File: src/rtl/uart_pkg.sv
// Shared UART definitions: stop-bit encodings, receiver FSM states and
// bit-period constants for a 50 MHz clock.
package uart_pkg;

  localparam logic [1:0] STOP_1   = 2'b00;
  localparam logic [1:0] STOP_1_5 = 2'b01;
  localparam logic [1:0] STOP_2   = 2'b10;

  localparam logic [15:0] COMP_9600   = 16'd5208;
  localparam logic [15:0] COMP_19200  = 16'd2604;
  localparam logic [15:0] COMP_38400  = 16'd1302;
  localparam logic [15:0] COMP_57600  = 16'd868;
  localparam logic [15:0] COMP_115200 = 16'd434;

  typedef enum logic [2:0] {
    RX_IDLE,
    RX_START,
    RX_DATA,
    RX_STOP1,
    RX_STOP2,
    RX_DONE
  } rx_state_t;

  // 1.5 stop bits only checks the first stop bit, so only the 2-stop codes need STOP2
  function automatic logic has_stop2(input logic [1:0] sel);
    return (sel == STOP_2) || (sel == (STOP_2 | STOP_1_5));
  endfunction

endpackage

File: src/rtl/uart_receiver_sv_sync.sv
// Multi-flop synchronizer for the asynchronous serial line; resets to the
// idle (high) level so a reset never looks like a start bit.
module uart_sync_sv #(
  parameter int SYNC_FF = 2
) (
  input  logic clk,
  input  logic resetn,
  input  logic i_d,
  output logic o_q
);

  logic [SYNC_FF-1:0] r_sync;

  always_ff @(posedge clk or posedge resetn) begin
    if (resetn) r_sync[0] <= 1'b1;
    else        r_sync[0] <= i_d;
  end

  genvar gi;
  generate
    for (gi = 1; gi < SYNC_FF; gi++) begin : g_stage
      always_ff @(posedge clk or posedge resetn) begin
        if (resetn) r_sync[gi] <= 1'b1;
        else        r_sync[gi] <= r_sync[gi-1];
      end
    end
  endgenerate

  assign o_q = r_sync[SYNC_FF-1];

endmodule

File: src/rtl/uart_receiver_sv.sv
// UART receiver: 8N1 with 1/1.5/2 stop bits, runtime bit period, valid/ack
// delivery with framing and sticky overrun flags.
module uart_receiver_sv
  import uart_pkg::*;
#(
  parameter int DATA_W  = 8,
  parameter int SYNC_FF = 2
) (
  input  logic              clk,
  input  logic              resetn,
  input  logic [15:0]       comp,
  input  logic [1:0]        stop_sel,
  input  logic              rec_en,
  input  logic              uart_rx,
  output logic [DATA_W-1:0] rx_data,
  output logic              rx_valid,
  input  logic              rx_ack,
  output logic              frame_err,
  output logic              overrun
);

  localparam int BW = (DATA_W > 1) ? $clog2(DATA_W) : 1;

  logic              w_rxs;
  rx_state_t         r_state;
  logic [15:0]       r_cnt;
  logic [15:0]       r_comp_l;
  logic [BW-1:0]     r_bit_cnt;
  logic [DATA_W-1:0] r_shreg;
  logic              r_ferr;
  logic              r_rxs_d;
  logic [DATA_W-1:0] r_rx_data;
  logic              r_rx_valid;
  logic              r_frame_err;
  logic              r_overrun;

  uart_sync_sv #(.SYNC_FF(SYNC_FF)) u_sync (
    .clk    (clk),
    .resetn (resetn),
    .i_d    (uart_rx),
    .o_q    (w_rxs)
  );

  always_ff @(posedge clk or posedge resetn) begin
    if (resetn) begin
      r_state     <= RX_IDLE;
      r_cnt       <= '0;
      r_comp_l    <= '0;
      r_bit_cnt   <= '0;
      r_shreg     <= '0;
      r_ferr      <= 1'b0;
      r_rxs_d     <= 1'b1;
      r_rx_data   <= '0;
      r_rx_valid  <= 1'b0;
      r_frame_err <= 1'b0;
      r_overrun   <= 1'b0;
    end else begin
      r_rxs_d <= w_rxs;

      if (r_rx_valid && rx_ack) begin
        r_rx_valid <= 1'b0;
        r_overrun  <= 1'b0;
      end

      if (r_state != RX_IDLE && !rec_en) begin
        r_state <= RX_IDLE;
      end else begin
        case (r_state)
          RX_IDLE: begin
            // edge (not level) trigger: a held-low line cannot restart a frame
            if (rec_en && comp >= 16'd2 && r_rxs_d && !w_rxs) begin
              r_comp_l <= comp;
              r_cnt    <= comp >> 1;
              r_state  <= RX_START;
            end
          end
          RX_START: begin
            if (r_cnt == 16'd0) begin
              if (w_rxs) begin
                r_state <= RX_IDLE;
              end else begin
                r_cnt     <= r_comp_l - 16'd1;
                r_bit_cnt <= '0;
                r_state   <= RX_DATA;
              end
            end else begin
              r_cnt <= r_cnt - 16'd1;
            end
          end
          RX_DATA: begin
            if (r_cnt == 16'd0) begin
              r_shreg   <= {w_rxs, r_shreg[DATA_W-1:1]};
              r_cnt     <= r_comp_l - 16'd1;
              r_bit_cnt <= r_bit_cnt + 1'b1;
              if (r_bit_cnt == BW'(DATA_W - 1)) r_state <= RX_STOP1;
            end else begin
              r_cnt <= r_cnt - 16'd1;
            end
          end
          RX_STOP1: begin
            if (r_cnt == 16'd0) begin
              r_ferr <= ~w_rxs;
              if (has_stop2(stop_sel)) begin
                r_cnt   <= r_comp_l - 16'd1;
                r_state <= RX_STOP2;
              end else begin
                r_state <= RX_DONE;
              end
            end else begin
              r_cnt <= r_cnt - 16'd1;
            end
          end
          RX_STOP2: begin
            if (r_cnt == 16'd0) begin
              r_ferr  <= r_ferr | ~w_rxs;
              r_state <= RX_DONE;
            end else begin
              r_cnt <= r_cnt - 16'd1;
            end
          end
          RX_DONE: begin
            // an ack in this very cycle frees the slot for the new byte
            r_state <= RX_IDLE;
            if (!r_rx_valid || rx_ack) begin
              r_rx_data   <= r_shreg;
              r_frame_err <= r_ferr;
              r_rx_valid  <= 1'b1;
            end else begin
              r_overrun <= 1'b1;
            end
          end
          default: r_state <= RX_IDLE;
        endcase
      end
    end
  end

  assign rx_data   = r_rx_data;
  assign rx_valid  = r_rx_valid;
  assign frame_err = r_frame_err;
  assign overrun   = r_overrun;

endmodule
File: config.mk
export PLATFORM = sky130hd
export DESIGN_NAME = uart_receiver_sv
export DESIGN_NICKNAME = d
export VERILOG_FILES = /design/src/rtl/uart_pkg.sv /design/src/rtl/uart_receiver_sv_sync.sv /design/src/rtl/uart_receiver_sv.sv
export SDC_FILE = /design/constraint.sdc
export NUM_CORES = 1
export LEC_CHECK = 0
export CAP_MARGIN = 0
export CORE_MARGIN = 4
export CORE_UTILIZATION = 58
export DETAILED_ROUTE_END_ITERATION = 6
export HOLD_SLACK_MARGIN = 0.12
export PLACE_DENSITY = 0.83
export REMOVE_ABC_BUFFERS = 1
export SLEW_MARGIN = 25
export SYNTH_ARGS = -nofsm -noshare
export SYNTH_HDL_FRONTEND = slang
export SYNTH_SLANG_ARGS = --single-unit
export TNS_END_PERCENT = 50
File: constraint.sdc
create_clock -name clk -period 2.8 [get_ports clk]
set_input_delay 0.84 -clock clk [delete_from_list [all_inputs] [get_ports clk]]
set_output_delay 0.84 -clock clk [all_outputs]
set_load 0.1 [all_outputs]
==> flow_summary_export.csv <==
group,metric,value,unit
outcome,status,"complete, no violations",
cells_and_area,postLayoutCellArea,0.00452,mm^2
grt,overflow,0,
grt,grt_util_all_layers,27.9,%
setup_path,cp_max_fo,11,
setup_path,setup.worst_path.end_class,"flip-flop",
synth,avgSynthCellArea,9.60,um^2
setup_path,endpoint,"r_cnt[11]",
floorplan,die_x,87.8,um
cells_and_area,diodes,0,
routing,antenna_left,0,
cts,clk_pin_slew_worst_paths,90,ps
synth,synth_cell_type_count,62,
cts,root_buffer,"clkbuf_8",
grt,first_global_vias,3256,
synth,ys_warn_count,0,
setup_path,cpPeakStageDelay,510,ps
synth,synth_flop_cell,"dfrtp_1",
cells_and_area,final_cell_mix,"dfrtp_1, buf_4, nor2_1",
floorplan,initial_utilization,61.0,%
setup_path,r2r_cells,9,
cts,cts_buffers,9,
setup_path,r2r_slack,110,ps
floorplan,fp.dieArea,0.00771,mm^2
grt,grt_max_degree,44,
cells_and_area,final_common_cell,"dfrtp_1",
synth,ys_ff_latch,61,
synth,async_flop_share,100,%
job,drv_cap,0,
floorplan,std_cell_rows,28,
grt,grt_pass1_wl,16300,um
setup_path,critical_path.top_delay_family,"buffers and inverters",
pwr,vdd.ir_drop.worst,0.503,mV
synth,ys_seq_area_share,41.4,%
setup_path,worstPathRequired,3040,ps
placed_design,port_buffers,32,
cts,clk-insertion-delay-late,360,ps
floorplan,core-area,0.00606,mm^2
pwr,total_power,0.00385,W
setup_path,worst_path_most_repeated_cell,"buf_4",
sta,fmax,370,MHz
placed_design,placed_cells,505,
cts,htreeDepth,3,
placed_design,globalplace.congestion,0.957,
setup_path,worstReg2RegStart,"r_cnt[0]",
setup_path,critPathKind,"in -> reg",
floorplan,io_pins,34,
routing,drtIter0Drc,536,
hold_path,hp-class,"reg -> reg",
sta,grt_setup_unrepaired,"true",
cells_and_area,fill_cells,434,
setup_path,arrival,2940,ps
cells_and_area,final_layout_size_suffix_gt1_share,25.8,%
placed_design,pre_cts_ws,-162,ps
synth,syn_area,0.00369,mm^2
sta,skew,15.0,ps
routing,via_per_inst,6.57,
pwr,powerDensity,851,mW/mm^2
placed_design,hpwl,7150,um
floorplan,die_y,87.8,um
sta,setup_viol,0,
setup_path,crit_chain,"clkdlybuf4s50_1 -> nor4_1 -> buf_4 -> a41oi_1 -> nor3_1 -> buf_4 -> nor3_1 -> buf_4 -> o21ai_0 -> a32o_1",
cells_and_area,synthToLayoutAreaGrowth,22.3,%
setup_path,start_kind,"input pin",
synth,netlist_instances,385,
routing,routedWlPerCell,19.0,um
sta,fin_crit,2700,ps
cts,cts_tree,"built",
routing,num_vias,3424,
cts,cts_hold_buf,0,
cts,clock_path_buffers,2,
routing,dr.pass1.iters,5,
pwr,p_leak,1.96,nW
sta,finalMaxSlewViolations,0,
routing,drt-total-wl,9920,um
setup_path,worst-path-buf-inv,4,
cells_and_area,nets,469,
sta,relSlewSlack,37.2,%
sta,timing.final.crit_share,96.4,%
setup_path,rr_endpoint,"r_cnt[2]",
sta,hold_violations,0,
sta,tightest_slew,938,ps
synth,synth_edf_count,0,
setup_path,critPathSlowestCell,"clkdlybuf4s50_1",
cts,clock_sinks,61,
routing,drc,0,
sta,worst_slack,101,ps
placed_design,placed_area,0.00430,mm^2
setup_path,crit_path_start,"comp[11]",
grt,antenna_found_initial,0,
setup_path,path_depth,10,
cells_and_area,final_cells,521,
-- flip-flops by register name, summed over array words and instances (netlist names) --
register	cells
frame_err	1
overrun	1
r_ferr	1
u_sync.o_q	1
r_state	3
r_rxs_d	1
r_comp_l	16
rx_valid	1
r_cnt	16
r_shreg	8
r_bit_cnt	3
u_sync.r_sync	1
rx_data	8
-- Yosys cell counts, types with 3 or more instances --
cell type,n,area (um^2)
xnor2_1,8,70.1
xor2_1,9,78.8
nor4_1,10,62.6
o31ai_1,6,45.0
inv_1,10,37.5
o21ai_1,3,15.0
or3b_2,3,26.3
nor3_1,14,70.1
mux2i_1,3,30.0
o41ai_1,5,43.8
o31a_1,3,26.3
clkbuf_1,20,75.1
dfrtp_1,58,1450
dfstp_2,3,78.8
ha_1,5,62.6
or4_1,4,30.0
o21ai_0,31,155
nand3_1,11,55.1
nand2_1,25,93.8
or3_1,8,50.1
a32o_1,3,30.0
a31oi_1,6,37.5
a21o_1,3,22.5
o211ai_1,7,52.6
mux2_2,26,293
a21oi_1,12,60.1
nor2_1,31,116
mux2_4,8,120
nand2b_1,6,37.5
-- what timing repair did --
item | CTS | global route
setup endpoints to repair | 0 | 8
buffers inserted | 0 | 0
gates resized for setup | 0 | 3
-- metrics by stage --
step	setup TNS [ps]	hold WS, ps	utilization, %
2_1_floorplan	-516	345	-
3_3_place_gp	-1490	347	71.0
3_5_place_dp	-1790	356	71.0
4_1_cts	0	369	74.3
5_1_grt	-40.9	373	74.6
6_report	0	371	74.6
-- worst min-delay path by stage --
stage	start	end	slack, ps	cells past startpoint
CTS	u_sync.r_sync[0]	u_sync.o_q	370	0
global route	u_sync.r_sync[0]	u_sync.o_q	370	0
finish	u_sync.r_sync[0]	u_sync.o_q	370	0
floorplan	u_sync.r_sync[0]	u_sync.o_q	350	0
detailed placement	u_sync.r_sync[0]	u_sync.o_q	360	0
global placement	u_sync.r_sync[0]	u_sync.o_q	350	0
-- power breakdown --
| group | switching, W | internal (W) | leakage, nW |
|---|---|---|---|
| registers | 0.000312 | 0.00112 | 0.775 |
| logic | 0.000913 | 0.000682 | 1.08 |
| clock network | 0.000399 | 0.000423 | 0.105 |
-- logic make-up after synthesis --
logic type	synth area share [%]
AOI/OAI and AO/OA	18.2
xor gates and xnor gates	4.03
adders and majority gates	1.69
buffers and inverters	3.72
DFF	41.4
muxes	12.0
and+or+nand+nor	18.9
-- cell type report --
| class | instances | area, um^2 | area share, % |
|---|---|---|---|
| sequential | 61 | 1530 | 33.9 |
| multi-input combinational | 290 | 2050 | 45.3 |
| clock inverter | 7 | 78.8 | 1.74 |
| tap | 75 | 93.8 | 2.08 |
| timing repair buffer | 69 | 608 | 13.5 |
| clock buffer | 9 | 124 | 2.74 |
| inverter | 10 | 37.5 | 0.831 |
-- routing by layer --
layer	part of all wire, %	GRT usage [%]
met1	40	36.4
met2	47	44.8
met3	8.9	7.81
met4	3.3	9.62
met5	0	0
(Power assumes the default switching activity.)
